$ cat src/rtl/if_stage.sv
// ----------------------------------------------------------------------------
// if_stage -- instruction fetch stage
//
// Holds the fetch PC and the IF/ID pipeline register. The instruction memory
// is read combinationally from inst_addr (== PC), so the fetched word lands in
// IF_ID one cycle after its PC is presented.
//
// Ports
//   clk            in   1   single clock, all state on rising edge
//   reset_b        in   1   synchronous, active-low reset
//   inst_addr      out  32  instruction memory address (== PC)
//   inst_data      in   32  instruction word for inst_addr
//   uart_wait      in   1   global freeze: PC and IF_ID hold unconditionally
//   bubble         in   1   load-use stall from decode
//   PCSrcJ         in   1   decode j/jal redirect
//   PCSrcJR        in   1   decode jr/jalr redirect
//   jump_address   in   32  j/jal target
//   jr_address     in   32  jr/jalr target
//   branch_taken   in   1   execute-stage resolved taken branch
//   branch_address in   32  branch target
//   interrupt      in   1   decode interrupt accept
//   exception      in   1   decode illegal-instruction trap
//   PC             out  32  current fetch PC
//   IF_ID          out  65  {valid, PC_Plus4[31:0], Instruction[31:0]}
//
// Next-PC priority (highest first):
//   interrupt > exception > branch_taken > jr (no bubble) > j (no bubble)
//   > bubble (hold) > sequential PC+4
// Every redirect flushes IF_ID to zero on the same edge. A jump that arrives
// with a bubble is not dropped: decode keeps PCSrcJ/PCSrcJR asserted and the
// jump is taken on the first cycle the bubble clears.
// ----------------------------------------------------------------------------
module if_stage #(
  parameter logic [31:0] RESET_PC = 32'h8000_0000,
  parameter logic [31:0] IRQ_VEC  = 32'h8000_0004,
  parameter logic [31:0] EXC_VEC  = 32'h8000_0008
) (
  input  logic        clk,
  input  logic        reset_b,
  output logic [31:0] inst_addr,
  input  logic [31:0] inst_data,
  input  logic        uart_wait,
  input  logic        bubble,
  input  logic        PCSrcJ,
  input  logic        PCSrcJR,
  input  logic [31:0] jump_address,
  input  logic [31:0] jr_address,
  input  logic        branch_taken,
  input  logic [31:0] branch_address,
  input  logic        interrupt,
  input  logic        exception,
  output logic [31:0] PC,
  output logic [64:0] IF_ID
);

  // Which source decides the next PC this cycle.
  typedef enum logic [2:0] {
    SEL_HOLD,
    SEL_SEQ,
    SEL_IRQ,
    SEL_EXC,
    SEL_BRANCH,
    SEL_JR,
    SEL_J
  } pc_sel_t;

  logic [31:0] pc_reg;
  logic [31:0] pc_next;
  logic [64:0] if_id_reg;
  logic [64:0] if_id_next;
  logic [31:0] pc_plus4;
  pc_sel_t     pc_sel;
  logic        flush;

  // Redirect targets are word aligned; the two low bits are dropped.
  function automatic logic [31:0] word_align(input logic [31:0] target);
    return target & 32'hFFFF_FFFC;
  endfunction

  // The increment never carries into bit 31: the kernel/user half of the
  // address space only changes through an explicit redirect target.
  assign pc_plus4 = {pc_reg[31], pc_reg[30:0] + 31'd4};

  // Next-PC source selection.
  always_comb begin
    pc_sel = SEL_SEQ;
    if (uart_wait) begin
      pc_sel = SEL_HOLD;
    end else if (interrupt) begin
      pc_sel = SEL_IRQ;           // wins over a simultaneous exception
    end else if (exception) begin
      pc_sel = SEL_EXC;
    end else if (branch_taken) begin
      pc_sel = SEL_BRANCH;        // older execute-stage op beats the stall
    end else if (bubble) begin
      pc_sel = SEL_HOLD;          // also defers any pending j/jr
    end else if (PCSrcJR) begin
      pc_sel = SEL_JR;
    end else if (PCSrcJ) begin
      pc_sel = SEL_J;
    end
  end

  // Next-state values for PC and IF_ID.
  always_comb begin
    pc_next    = pc_reg;
    if_id_next = if_id_reg;
    flush      = 1'b0;
    unique case (pc_sel)
      SEL_HOLD: begin
        pc_next    = pc_reg;
        if_id_next = if_id_reg;
      end
      SEL_SEQ: begin
        pc_next    = pc_plus4;
        if_id_next = {1'b1, pc_plus4, inst_data};
      end
      SEL_IRQ: begin
        pc_next = word_align(IRQ_VEC);
        flush   = 1'b1;
      end
      SEL_EXC: begin
        pc_next = word_align(EXC_VEC);
        flush   = 1'b1;
      end
      SEL_BRANCH: begin
        pc_next = word_align(branch_address);
        flush   = 1'b1;
      end
      SEL_JR: begin
        pc_next = word_align(jr_address);
        flush   = 1'b1;
      end
      SEL_J: begin
        pc_next = word_align(jump_address);
        flush   = 1'b1;
      end
      default: begin
        pc_next    = pc_reg;
        if_id_next = if_id_reg;
      end
    endcase
    // A redirect squashes the instruction fetched down the wrong path.
    if (flush) begin
      if_id_next = 65'd0;
    end
  end

  // State registers; reset overrides the freeze and every redirect.
  always_ff @(posedge clk) begin
    if (!reset_b) begin
      pc_reg    <= RESET_PC;
      if_id_reg <= 65'd0;
    end else begin
      pc_reg    <= pc_next;
      if_id_reg <= if_id_next;
    end
  end

  assign PC        = pc_reg;
  assign inst_addr = pc_reg;
  assign IF_ID     = if_id_reg;

endmodule

$ cat config.mk
export PLATFORM = sky130hd
export DESIGN_NAME = if_stage
export DESIGN_NICKNAME = d
export VERILOG_FILES = /design/src/rtl/if_stage.sv
export SDC_FILE = /design/constraint.sdc
export NUM_CORES = 1
export LEC_CHECK = 0
export ABC_CLOCK_PERIOD_IN_PS = 2500
export CAP_MARGIN = 20
export CORE_MARGIN = 2
export CORE_UTILIZATION = 39
export CTS_CLUSTER_SIZE = 25
export DETAILED_ROUTE_END_ITERATION = 10
export PLACE_DENSITY_LB_ADDON = 0.1
export SLEW_MARGIN = 20
export SYNTH_ARGS = -nofsm -noshare
export SYNTH_HDL_FRONTEND = slang
export SYNTH_SLANG_ARGS = --single-unit
$ cat constraint.sdc
create_clock -name clk -period 2.5 [get_ports clk]
set_input_delay 0.25 -clock clk [delete_from_list [all_inputs] [get_ports clk]]
set_output_delay 0.25 -clock clk [all_outputs]
set_load 0.005 [all_outputs]
* After elaboration in Yosys (flattened, before gate mapping) *
Index checks and enable logic that the tools add are counted.

operators by class
  add/sub/neg operators = 1
  equality and inequality tests = 6
  mux-type cells = 9
  bitwise logic cells = 2
  reduce and logical (&&, ||, !) cells = 5

operator list
  operator               count
  $pmux 32 s6            1
  $add 31x3->31 const B  1
  $mux 3                 7
  $eq 3x3->1 const B     3
  $eq 3x2->1 const B     2
  $reduce_bool 6->1      1
  $reduce_bool 5->1      1
  $reduce_or 5->1        1
  $eq 3x1->1 const B     1
  $not 1->1              2
  $reduce_and 2->1       1
  $reduce_or 2->1        1
  $mux 1                 1

word-level totals
  register bits = 97
  output and inout bits = 129

* Longest topological paths before layout *
Gate-level depths: netlist of run 1.

  depth after elaboration = 11
  mapped depth = 9

* Least setup slack after synthesis of run 1 *
Ideal clock, no wire load.

  kind = flip-flop to flip-flop
  from = reg pc_reg[11], in the netlist PC[11]
  to = reg pc_reg[27], in the netlist PC[27]
  library setup time = 0.120 ns
  arrival = 2.085 ns
  data required time = 2.380 ns
  slack = 0.296 ns
  cell stages (with the launch flop) = 8
  path buffers = 2
  clock period less this slack = 2.204 ns
  cell sequence = dfxtp_1 clkbuf_2 nand4_2 or4_4 buf_2 o31ai_1 a21oi_1 a211o_1

on the way
  cells in the longest elaborated chain, start to end = 2

ends and longest elaborated chain
  element                 RTL line  RTL
  start, declared         67        logic [31:0] pc_reg;
  start signal, assigned  155       pc_reg <= pc_next;
  $add 31x3->31           82        assign pc_plus4 = {pc_reg[31], pc_reg[30:0] + 31'd4};
  $pmux 32 s6             109       unique case (pc_sel)

No other way between the ends.
A chain may end at the register's enable or synchronous reset.

* Final worst setup path of run 1 *
  from = reg pc_reg[19], in the netlist PC[19]
  to = reg pc_reg[27], in the netlist PC[27]

Same word-level chain as after synthesis.

==> results.tsv, run 1 <==
stage	metric	value	unit
synthesis	Synth Area in Simple Gates	0.211	
grt	largest net degree at the start of global routing	56	
floorplanning	Ports	266	
placement	GPL Wtd Cong	0.835	
cells_and_area	leading cell type in the layout, fill and taps excluded	clkdlybuf4s50_1	
cells_and_area	fin cells	969	
synthesis	register area share after synthesis	0.394	
floorplanning	Die H	114	um
timing	Fmax achieved	440	MHz
placement	port buffer count	253	
detailed_routing	metal2 WL	7.94	mm
clock_tree	clock slew at reported path FFs	0.06	ns
synthesis	largest family of logic cells by synthesized area	compound AO/OA/AOI/OAI gates	
critical_path	WS Path Type	reg -> reg	
placement	Final HPWL DP	13.0	mm
timing	post-route setup slack	0.229	ns
placement	dpl cells	954	
critical_path	Arr. time, crit path	2.57	ns
synthesis	multiplexer share of the synthesized area	0.00212	
synthesis	Top FF cell, synth	dfxtp_1	
timing	setup TNS	0	ns
run_status	status	complete, no violations	
clock_tree	Post-CTS Hold Buffers	0	
floorplanning	die width	114	um
critical_path	Crit path required time	2.79	ns
clock_tree	root buffer cell	clkbuf_16	
synthesis	YS warnings	0	
detailed_routing	Vias	5314	
floorplanning	Core Area	11900	um2
detailed_routing	total wire length	16.9	mm
grt	gr usage total	0.254	
critical_path	CP max FO	14	
worst_hold_path	type of the most critical hold path	reg -> reg	
detailed_routing	M1 WL	7.10	mm
timing	Final Max Tran Viols	0	
clock_tree	CTS Buffer Depth	2	
cells_and_area	fin util	0.648	
synthesis	Cell variety after synth	61	
run	maxcap violations	0	
timing	Final Hold Viols	0	
synthesis	Synth Area per Inst	8.12	um2
critical_path	crit path capture type	register	
timing	Rel. slew slack	0.648	
critical_path	R2R Setup Slk	0.23	ns
grt	first-pass GRT wire length	26.1	mm
detailed_routing	Pre-Repair DR Iteration Count	5	
synthesis	Post-synth EDFFs	0	
cells_and_area	nets	956	
detailed_routing	routed len/inst	17.4	um
placement	pre-CTS WS	0.101	ns
grt	vias in the first global route	5060	
detailed_routing	Via density	5.48	
synthesis	asr flop ratio synth	0	
synthesis	post-synthesis xor/xnor area fraction	0.0445	
cells_and_area	P&R area growth vs syn	63.3	%
cells_and_area	most frequent cells in the layout	clkdlybuf4s50_1, nand2_1, dfxtp_1	
detailed_routing	residual DRC count	0	
timing	Setup violations, final	0	
floorplanning	cell row count	40	
timing	period utilization	0.908	
clock_tree	worst skew pair latency	0.35	ns
timing	Hold Slack	0.442	ns
detailed_routing	number of DRC markers in iteration 0	384	
clock_tree	clock sinks	93	
synthesis	Yosys reg bits	93	
power_and_ir_drop	PD cells	430	nW/um2
clock_tree	CTS H-tree lvls	3	
clock_tree	CTS tree	yes	
cells_and_area	Inserted Diodes	0	
detailed_routing	Routed Antenna Nets	0	
clock_tree	CTS resizes	0	
grt	initial antenna violation count	0	
critical_path	CP Launch Type	register	
synthesis	Synth Instances	582	
timing	worst clock skew	0.00737	ns
floorplanning	starting density of the core	0.397	
cells_and_area	layout cells sized above 1	0.0925	
synthesis	adder-cell share of the synthesized area	0.00265	
grt	total grt overflow	0	
power_and_ir_drop	Max IR drop VDD	0.264	mV
timing	RSZ-0062 raised after global routing	no	
synthesis	post-synthesis cell area	4730	um2
power_and_ir_drop	Design Power	3.32	mW
synthesis	post-synthesis compound-gate area fraction	0.242	
timing	Slew @ Worst Pin	0.528	ns
placement	dpl cell area	7430	um2
power_and_ir_drop	Static Leak	2.66	nW
clock_tree	cts bufs inserted	9	
floorplanning	Die ar.	13000	um2
detailed_routing	routed wl met3	1.61	mm
timing	Tmin final	2.27	ns
detailed_routing	top layer in use	met4	
clock_tree	post-CTS setup buffers	0	
cells_and_area	fin area	7720	um2
-- routing by layer --
layer / vias up / track usage
li1: 2545 / -
met1: 2486 / 0.341
met2: 258 / 0.410
met3: 25 / 0.0598
met4: 0 / 0.0724
met5: - / 0
-- cells by family (layout without fill, tap and decap cells) --
group / Yosys count / in the layout
AND/OR/NAND/NOR: 209 / 209
buffers and inverters: 87 / 322
multiplexers: 1 / 1
flip-flops: 93 / 93
other: 1 / 6
AO/OA/AOI/OAI: 166 / 166
adder cells (fa/ha/maj): 1 / 1
XOR/XNOR: 24 / 24
-- power by group --
group          switching, mW  internal [mW]  total [mW]
combinational          0.161          0.290       0.451
clock                  0.588          0.769        1.36
sequential            0.0167           1.49        1.51
total                  0.766           2.55        3.32
-- path summary, 6_finish.rpt --
kind                                             start                endpoint  cells after the start
worst max register to register     PC[19]$_SDFFE_PN0P_     PC[27]$_SDFFE_PN0P_                      5
worst min register to register  IF_ID[61]$_SDFFE_PP0P_  IF_ID[61]$_SDFFE_PP0P_                      2
worst max-delay path               PC[19]$_SDFFE_PN0P_     PC[27]$_SDFFE_PN0P_                      5
worst min-delay path            IF_ID[61]$_SDFFE_PP0P_  IF_ID[61]$_SDFFE_PP0P_                      2
-- registers in the layout (all words and copies together) (netlist names) --
| register | count |
|---|---|
| PC | 30 |
| IF_ID | 63 |
-- synthesized netlist by cell type (4+ instances only) --
library cell,count,area (um2)
dfxtp_1,93,1860
nand4_1,5,31.3
nand2b_1,4,25.0
or3_1,4,25.0
nand2_1,105,394
xnor2_1,14,123
nand3_1,12,60.1
buf_1,5,18.8
buf_2,4,20.0
a211oi_1,19,143
and3_1,4,25.0
inv_1,7,26.3
nor4_1,7,43.8
o22ai_1,7,43.8
a211o_1,4,35.0
clkbuf_1,29,109
nor3_1,10,50.1
buf_4,37,278
or4_1,5,37.5
nor2_1,35,131
xor2_1,10,87.6
a21oi_1,53,265
a21o_1,6,45.0
a222oi_1,19,190
o21ai_0,18,90.1
o21a_1,6,45.0
a22oi_1,5,37.5
-- layout make-up --
class / instances / area [um2]
Multi-Input combinational cell: 407 / 2420
Timing Repair Buffer: 300 / 2940
Sequential cell: 93 / 1860
Clock buffer: 9 / 225
Fill cell: 1081 / 4190
Inverter: 7 / 26.3
Tap cell: 147 / 184
Clock inverter: 6 / 63.8
-- worst max-delay path, stage by stage (launching register included) --
cell and delay (ns):
dfxtp_1 0.48, nand4_1 0.21, or4_4 0.63, or4_1 0.54, a21oi_1 0.23, a211o_1 0.13
No activity file was read; power rests on OpenSTA's default activity.
==> run 2, diff against run 1 <==
Settings changed: GPL_TIMING_DRIVEN from default to 1, REMOVE_ABC_BUFFERS from default to 1.
==> run 2 against run 1 <==
  * Total power increased by 3.5%
  * Final area about the same
  * Non-clock buffer count decreased by 5
  * Clock skew increased by 0.00055 ns
  * Sequential power about the same
  * Die area unchanged
  * Cell count decreased by 0.41%
==> results.tsv, run 2 (synthesis results as in run 1) <==
stage	metric	value	unit	change
floorplanning	Ports	266		unchanged
clock_tree	Post-CTS Hold Buffers	0		unchanged
placement	dpl cells	949		-0.52%
power_and_ir_drop	Flop pwr share	0.440		-0.015
detailed_routing	routed len/inst	17.1	um	-2.0%
timing	period utilization	0.906		-0.00262
floorplanning	die width	114	um	unchanged
cells_and_area	layout cells sized above 1	0.0880		-0.00444
power_and_ir_drop	Max IR drop VDD	0.304	mV	+15%
critical_path	Buffers & Inverters on Critical Path	1		+1
detailed_routing	number of DRC markers in iteration 0	367		-4.4%
run_status	status	complete, no violations		
run	maxcap violations	0		unchanged
critical_path	crit path capture type	register		
timing	Setup violations, final	0		unchanged
power_and_ir_drop	Comb pwr share	0.131		-0.005
clock_tree	CTS tree	yes		
grt	gr usage total	0.245		-0.00885
cells_and_area	Inserted Diodes	0		unchanged
floorplanning	starting density of the core	0.397		unchanged
floorplanning	Die ar.	13000	um2	unchanged
cells_and_area	leading cell type in the layout, fill and taps excluded	clkdlybuf4s50_1		
placement	GPL Wtd Cong	0.952		+14%
critical_path	critical-path cell list	clkdlybuf4s50_1 > o21ba_2 > nor4_1 > nand2b_1 > a21oi_1 > a211o_1		
grt	total grt overflow	0		unchanged
worst_hold_path	type of the most critical hold path	reg -> reg		
timing	Final Max Tran Viols	0		unchanged
timing	Hold Slack	0.445	ns	+0.00318 ns
grt	first-pass GRT wire length	25.2	mm	-3.4%
timing	worst clock skew	0.00792	ns	+0.000551 ns
detailed_routing	Routed Antenna Nets	0		unchanged
critical_path	Crit path required time	2.73	ns	-0.06 ns
clock_tree	root buffer cell	clkbuf_16		
clock_tree	clock slew at reported path FFs	0.06	ns	about the same
placement	dpl cell area	7390	um2	-0.51%
power_and_ir_drop	P_sw	0.773	mW	+0.90%
clock_tree	worst skew pair latency	0.35	ns	about the same
cells_and_area	P&R area growth vs syn	63.2	%	about the same
timing	Tmin final	2.26	ns	-0.00656 ns
critical_path	slowest stage cell, crit path	clkdlybuf4s50_1		
critical_path	CP Launch Type	input pin		
clock_tree	CTS resizes	0		unchanged
critical_path	CP max FO	10		-4
power_and_ir_drop	sw frac	0.225		-0.00576
placement	port buffer count	253		unchanged
timing	Rel. slew slack	0.412		-0.236
timing	Slew @ Worst Pin	0.882	ns	+0.354 ns
power_and_ir_drop	Static Leak	2.65	nW	-0.42%
clock_tree	CTS Buffer Depth	2		unchanged
placement	Final HPWL DP	12.3	mm	-5.4%
floorplanning	Die H	114	um	unchanged
critical_path	Top Family by Delay on Critical Path	simple AND/OR/NAND/NOR gates		
power_and_ir_drop	PD cells	445	nW/um2	+3.5%
detailed_routing	Vias	5173		-2.7%
detailed_routing	Pre-Repair DR Iteration Count	5		unchanged
cells_and_area	fin area	7720	um2	about the same
critical_path	WS Path Type	in -> reg		
floorplanning	Core Area	11900	um2	unchanged
cells_and_area	fin cells	965		-0.41%
detailed_routing	residual DRC count	0		unchanged
clock_tree	CTS H-tree lvls	3		unchanged
critical_path	Arr. time, crit path	2.50	ns	-0.07 ns
power_and_ir_drop	Design Power	3.44	mW	+3.5%
timing	Fmax achieved	442	MHz	+0.29%
grt	initial antenna violation count	0		unchanged
power_and_ir_drop	Clk pwr share	0.429		+0.020
critical_path	max incr delay on CP	0.59	ns	-0.04 ns
placement	pre-CTS WS	-0.0217	ns	-0.123 ns
grt	largest net degree at the start of global routing	56		unchanged
detailed_routing	Via density	5.36		-2.2%
cells_and_area	max reg flops	63		unchanged
floorplanning	cell row count	40		unchanged
timing	post-route setup slack	0.236	ns	+0.00656 ns
clock_tree	post-CTS setup buffers	0		unchanged
power_and_ir_drop	Pint	2.66	mW	+4.3%
clock_tree	cts bufs inserted	9		unchanged
timing	Final Hold Viols	0		unchanged
clock_tree	clock sinks	93		unchanged
grt	vias in the first global route	4971		-1.8%
timing	RSZ-0062 raised after global routing	no		
detailed_routing	total wire length	16.5	mm	-2.4%
cells_and_area	nets	951		-0.52%
cells_and_area	most frequent cells in the layout	clkdlybuf4s50_1, nand2_1, dfxtp_1		
## run 2: stage by stage
step	util	setup TNS, ns
floorplan	-	-81.91
CTS	0.648	0
global placement	0.621	0
finish	0.648	0
detailed placement	0.621	-0.0339
global route	0.648	0
## run 2: worst paths after layout
path	start	endpoint	slack [ns]	cells past startpoint
max reg2reg	PC[19]$_SDFFE_PN0P_	PC[27]$_SDFFE_PN0P_	0.30	5
min	IF_ID[62]$_SDFFE_PP0P_	IF_ID[62]$_SDFFE_PP0P_	0.44	2
max	bubble	PC[19]$_SDFFE_PN0P_	0.24	6
min reg2reg	IF_ID[62]$_SDFFE_PP0P_	IF_ID[62]$_SDFFE_PP0P_	0.44	2
## run 2: area by class of cell
cell class	count	area, um2
Fill cell	1007	4190
Timing Repair Buffer	295	2900
Multi-Input combinational cell	407	2420
Sequential cell	93	1860
Clock buffer	9	225
Tap cell	147	184
Clock inverter	7	97.6
Inverter	7	26.3
## run 2: worst register-to-register path, cell delays in order (launching register included)
cell	delay, ns
dfxtp_1	0.48
nand4_1	0.19
or4_4	0.62
or4_1	0.53
a21oi_1	0.21
a211o_1	0.12
## run 2: power groups by stage
stage          clock network [mW]  logic, mW  registers, mW
2_1_floorplan                   0     0.0928           1.55
5_1_grt                      1.57      0.477           1.51
3_3_place_gp                    0      0.442           1.54
3_5_place_dp                    0      0.448           1.54
4_1_cts                      1.50      0.451           1.51
6_report                     1.47      0.450           1.51
## run 2: routing by layer
metal / global-route usage / vias to the layer above / routed length [um]
li1: - / 2522 / -
met1: 0.298 / 2412 / 6950
met2: 0.431 / 216 / 8050
met3: 0.0439 / 23 / 1140
met4: 0.0943 / 0 / 336
met5: 0 / - / 0
==> run 3, diff against run 2 <==
Settings changed: CAP_MARGIN 20 to 25, PLACE_DENSITY from default to 0.81, PLACE_DENSITY_LB_ADDON 0.1 to default.
==> run 3 against run 2 <==
  * Non-clock buffer count shrank 7
  * Register-to-register slack lost 0.07 ns
  * Hold slack gained 0.0029 ns
  * Clock power shrank 16%
  * Largest cell class unchanged
  * Worst setup slack lost 0.0056 ns
  * Combinational power is essentially flat
  * Final area shrank 1.1%
  * Global-route usage grew 1.3 points
  * Clock skew shrank 0.0024 ns
  * Sequential share of layout area grew 0.26 points
  * Critical path depth shrank 1
  * Sequential power is essentially flat
==> results.tsv, run 3 (synthesis results as in run 1) <==
stage	metric	value	unit	change
floorplanning	die width	114	um	unchanged
grt	largest net degree at the start of global routing	51		-8.9%
timing	Setup violations, final	0		unchanged
timing	Fmax achieved	441	MHz	-0.24%
clock_tree	post-CTS setup buffers	0		unchanged
floorplanning	starting density of the core	0.397		unchanged
cells_and_area	Multi-input gate area	2420	um2	unchanged
critical_path	CP max FO	14		+4
grt	gr usage total	0.259		+0.0134
cells_and_area	Storage cell area	1860	um2	unchanged
critical_path	WS Path Type	reg -> reg		
placement	GPL Wtd Cong	0.904		-5.0%
grt	vias in the first global route	5113		+2.9%
timing	setup TNS	0	ns	unchanged
run	maxcap violations	0		unchanged
critical_path	CP Launch Type	register		
timing	Rel. slew slack	0.383		-0.0291
detailed_routing	Routed Antenna Nets	0		unchanged
cells_and_area	fin cells	957		-0.83%
critical_path	crit path capture type	register		
critical_path	Top Family by Delay on Critical Path	simple AND/OR/NAND/NOR gates		
worst_hold_path	type of the most critical hold path	reg -> reg		
critical_path	critical-path cell list	nand4_1 > or4_4 > or4_1 > a21oi_1 > a211o_1		
placement	dpl cell area	7370	um2	-0.37%
power_and_ir_drop	Static Leak	2.59	nW	-2.0%
cells_and_area	filler cell count in the final layout	992		-1.5%
critical_path	max incr delay on CP	0.68	ns	+0.09 ns
placement	Final HPWL DP	12.9	mm	+4.6%
cells_and_area	leading cell type in the layout, fill and taps excluded	clkdlybuf4s50_1		
floorplanning	Ports	266		unchanged
clock_tree	cts bufs inserted	9		unchanged
cells_and_area	fin area	7630	um2	-1.1%
grt	total grt overflow	0		unchanged
timing	RSZ-0062 raised after global routing	no		
power_and_ir_drop	Max IR drop VDD	0.334	mV	+10%
clock_tree	Post-CTS Hold Buffers	0		unchanged
critical_path	Buffers & Inverters on Critical Path	0		-1
clock_tree	root buffer cell	clkbuf_16		
timing	Slew @ Worst Pin	0.925	ns	+0.0437 ns
power_and_ir_drop	Design Power	3.20	mW	-6.8%
floorplanning	cell row count	40		unchanged
power_and_ir_drop	PD cells	419	nW/um2	-5.8%
timing	worst clock skew	0.00554	ns	-0.00238 ns
detailed_routing	total wire length	17.4	mm	+5.4%
clock_tree	clock slew at reported path FFs	0.06	ns	about the same
detailed_routing	Pre-Repair DR Iteration Count	6		+1
floorplanning	Core Area	11900	um2	unchanged
run_status	status	complete, no violations		
clock_tree	CTS Buffer Depth	2		unchanged
cells_and_area	P&R area growth vs syn	61.5	%	
detailed_routing	residual DRC count	0		unchanged
detailed_routing	Via density	5.54		+3.3%
timing	period utilization	0.908		+0.00222
critical_path	Arr. time, crit path	2.56	ns	+0.06 ns
clock_tree	clock sinks	93		unchanged
cells_and_area	layout cells sized above 1	0.0778		-0.0102
critical_path	slowest stage cell, crit path	or4_4		
timing	Tmin final	2.27	ns	+0.00555 ns
cells_and_area	most frequent cells in the layout	clkdlybuf4s50_1, nand2_1, dfxtp_1		
floorplanning	Die ar.	13000	um2	unchanged
cells_and_area	nets	944		-0.74%
critical_path	Crit path required time	2.79	ns	+0.06 ns
detailed_routing	routed len/inst	18.1	um	+6.2%
placement	port buffer count	253		unchanged
timing	Final Hold Viols	0		unchanged
detailed_routing	number of DRC markers in iteration 0	357		-2.7%
cells_and_area	max reg flops	63		unchanged
floorplanning	Die H	114	um	unchanged
cells_and_area	Inserted Diodes	0		unchanged
placement	dpl cells	942		-0.74%
grt	initial antenna violation count	0		unchanged
clock_tree	worst skew pair latency	0.34	ns	about the same
clock_tree	CTS H-tree lvls	3		unchanged
detailed_routing	Vias	5297		+2.4%
clock_tree	CTS resizes	0		unchanged
grt	first-pass GRT wire length	26.2	mm	+3.8%
timing	Final Max Tran Viols	0		unchanged
clock_tree	CTS tree	yes		
-- run 3: cell types whose count changed in the layout (fill, tap and decap cells not counted), sizes merged --
cell	delta
clkbuf	+2
inv	-1
bufinv	-2
buf	-7
-- run 3: path summary, 6_finish.rpt --
check | start | endpoint | slack, ns | depth (start not counted)
max reg2reg | PC[9]$_SDFFE_PN0P_ | PC[27]$_SDFFE_PN0P_ | 0.23 | 5
max | PC[9]$_SDFFE_PN0P_ | PC[27]$_SDFFE_PN0P_ | 0.23 | 5
min reg2reg | IF_ID[61]$_SDFFE_PP0P_ | IF_ID[61]$_SDFFE_PP0P_ | 0.45 | 2
min | IF_ID[61]$_SDFFE_PP0P_ | IF_ID[61]$_SDFFE_PP0P_ | 0.45 | 2
-- run 3: worst reg2reg max path, cell delays in order (launching register included) --
cell	delay [ns]
dfxtp_1	0.46
nand4_1	0.19
or4_4	0.68
or4_1	0.54
a21oi_1	0.21
a211o_1	0.13
-- run 3: metrics by stage --
step	hold WS, ns	setup slack, ns	utilization
finish	0.448	0.230	0.641
global placement	0.436	0.150	0.618
detailed placement	0.432	0.0956	0.618
global route	0.463	0.0553	0.641
floorplan	0.367	-1.83	-
CTS	0.443	0.221	0.641
-- run 3: cell type report --
cell class,count,area share
inverter,7,0.00344
clock inverter,4,0.00328
tap,147,0.0241
clock buffer,11,0.0318
sequential,93,0.244
multi-input combinational,407,0.318
timing repair buffer,288,0.376
-- run 3: where the power goes --
group	internal [mW]	leakage, nW	switching [mW]
clock network	0.692	0.127	0.547
logic	0.286	1.71	0.162
registers	1.50	0.750	0.0194
total	2.47	2.59	0.729
-- run 3: per-layer routing --
metal / part of all wire / global-route usage
met1: 0.39 / 0.293
met2: 0.50 / 0.463
met3: 0.090 / 0.0630
met4: 0.021 / 0.111
met5: 0 / 0
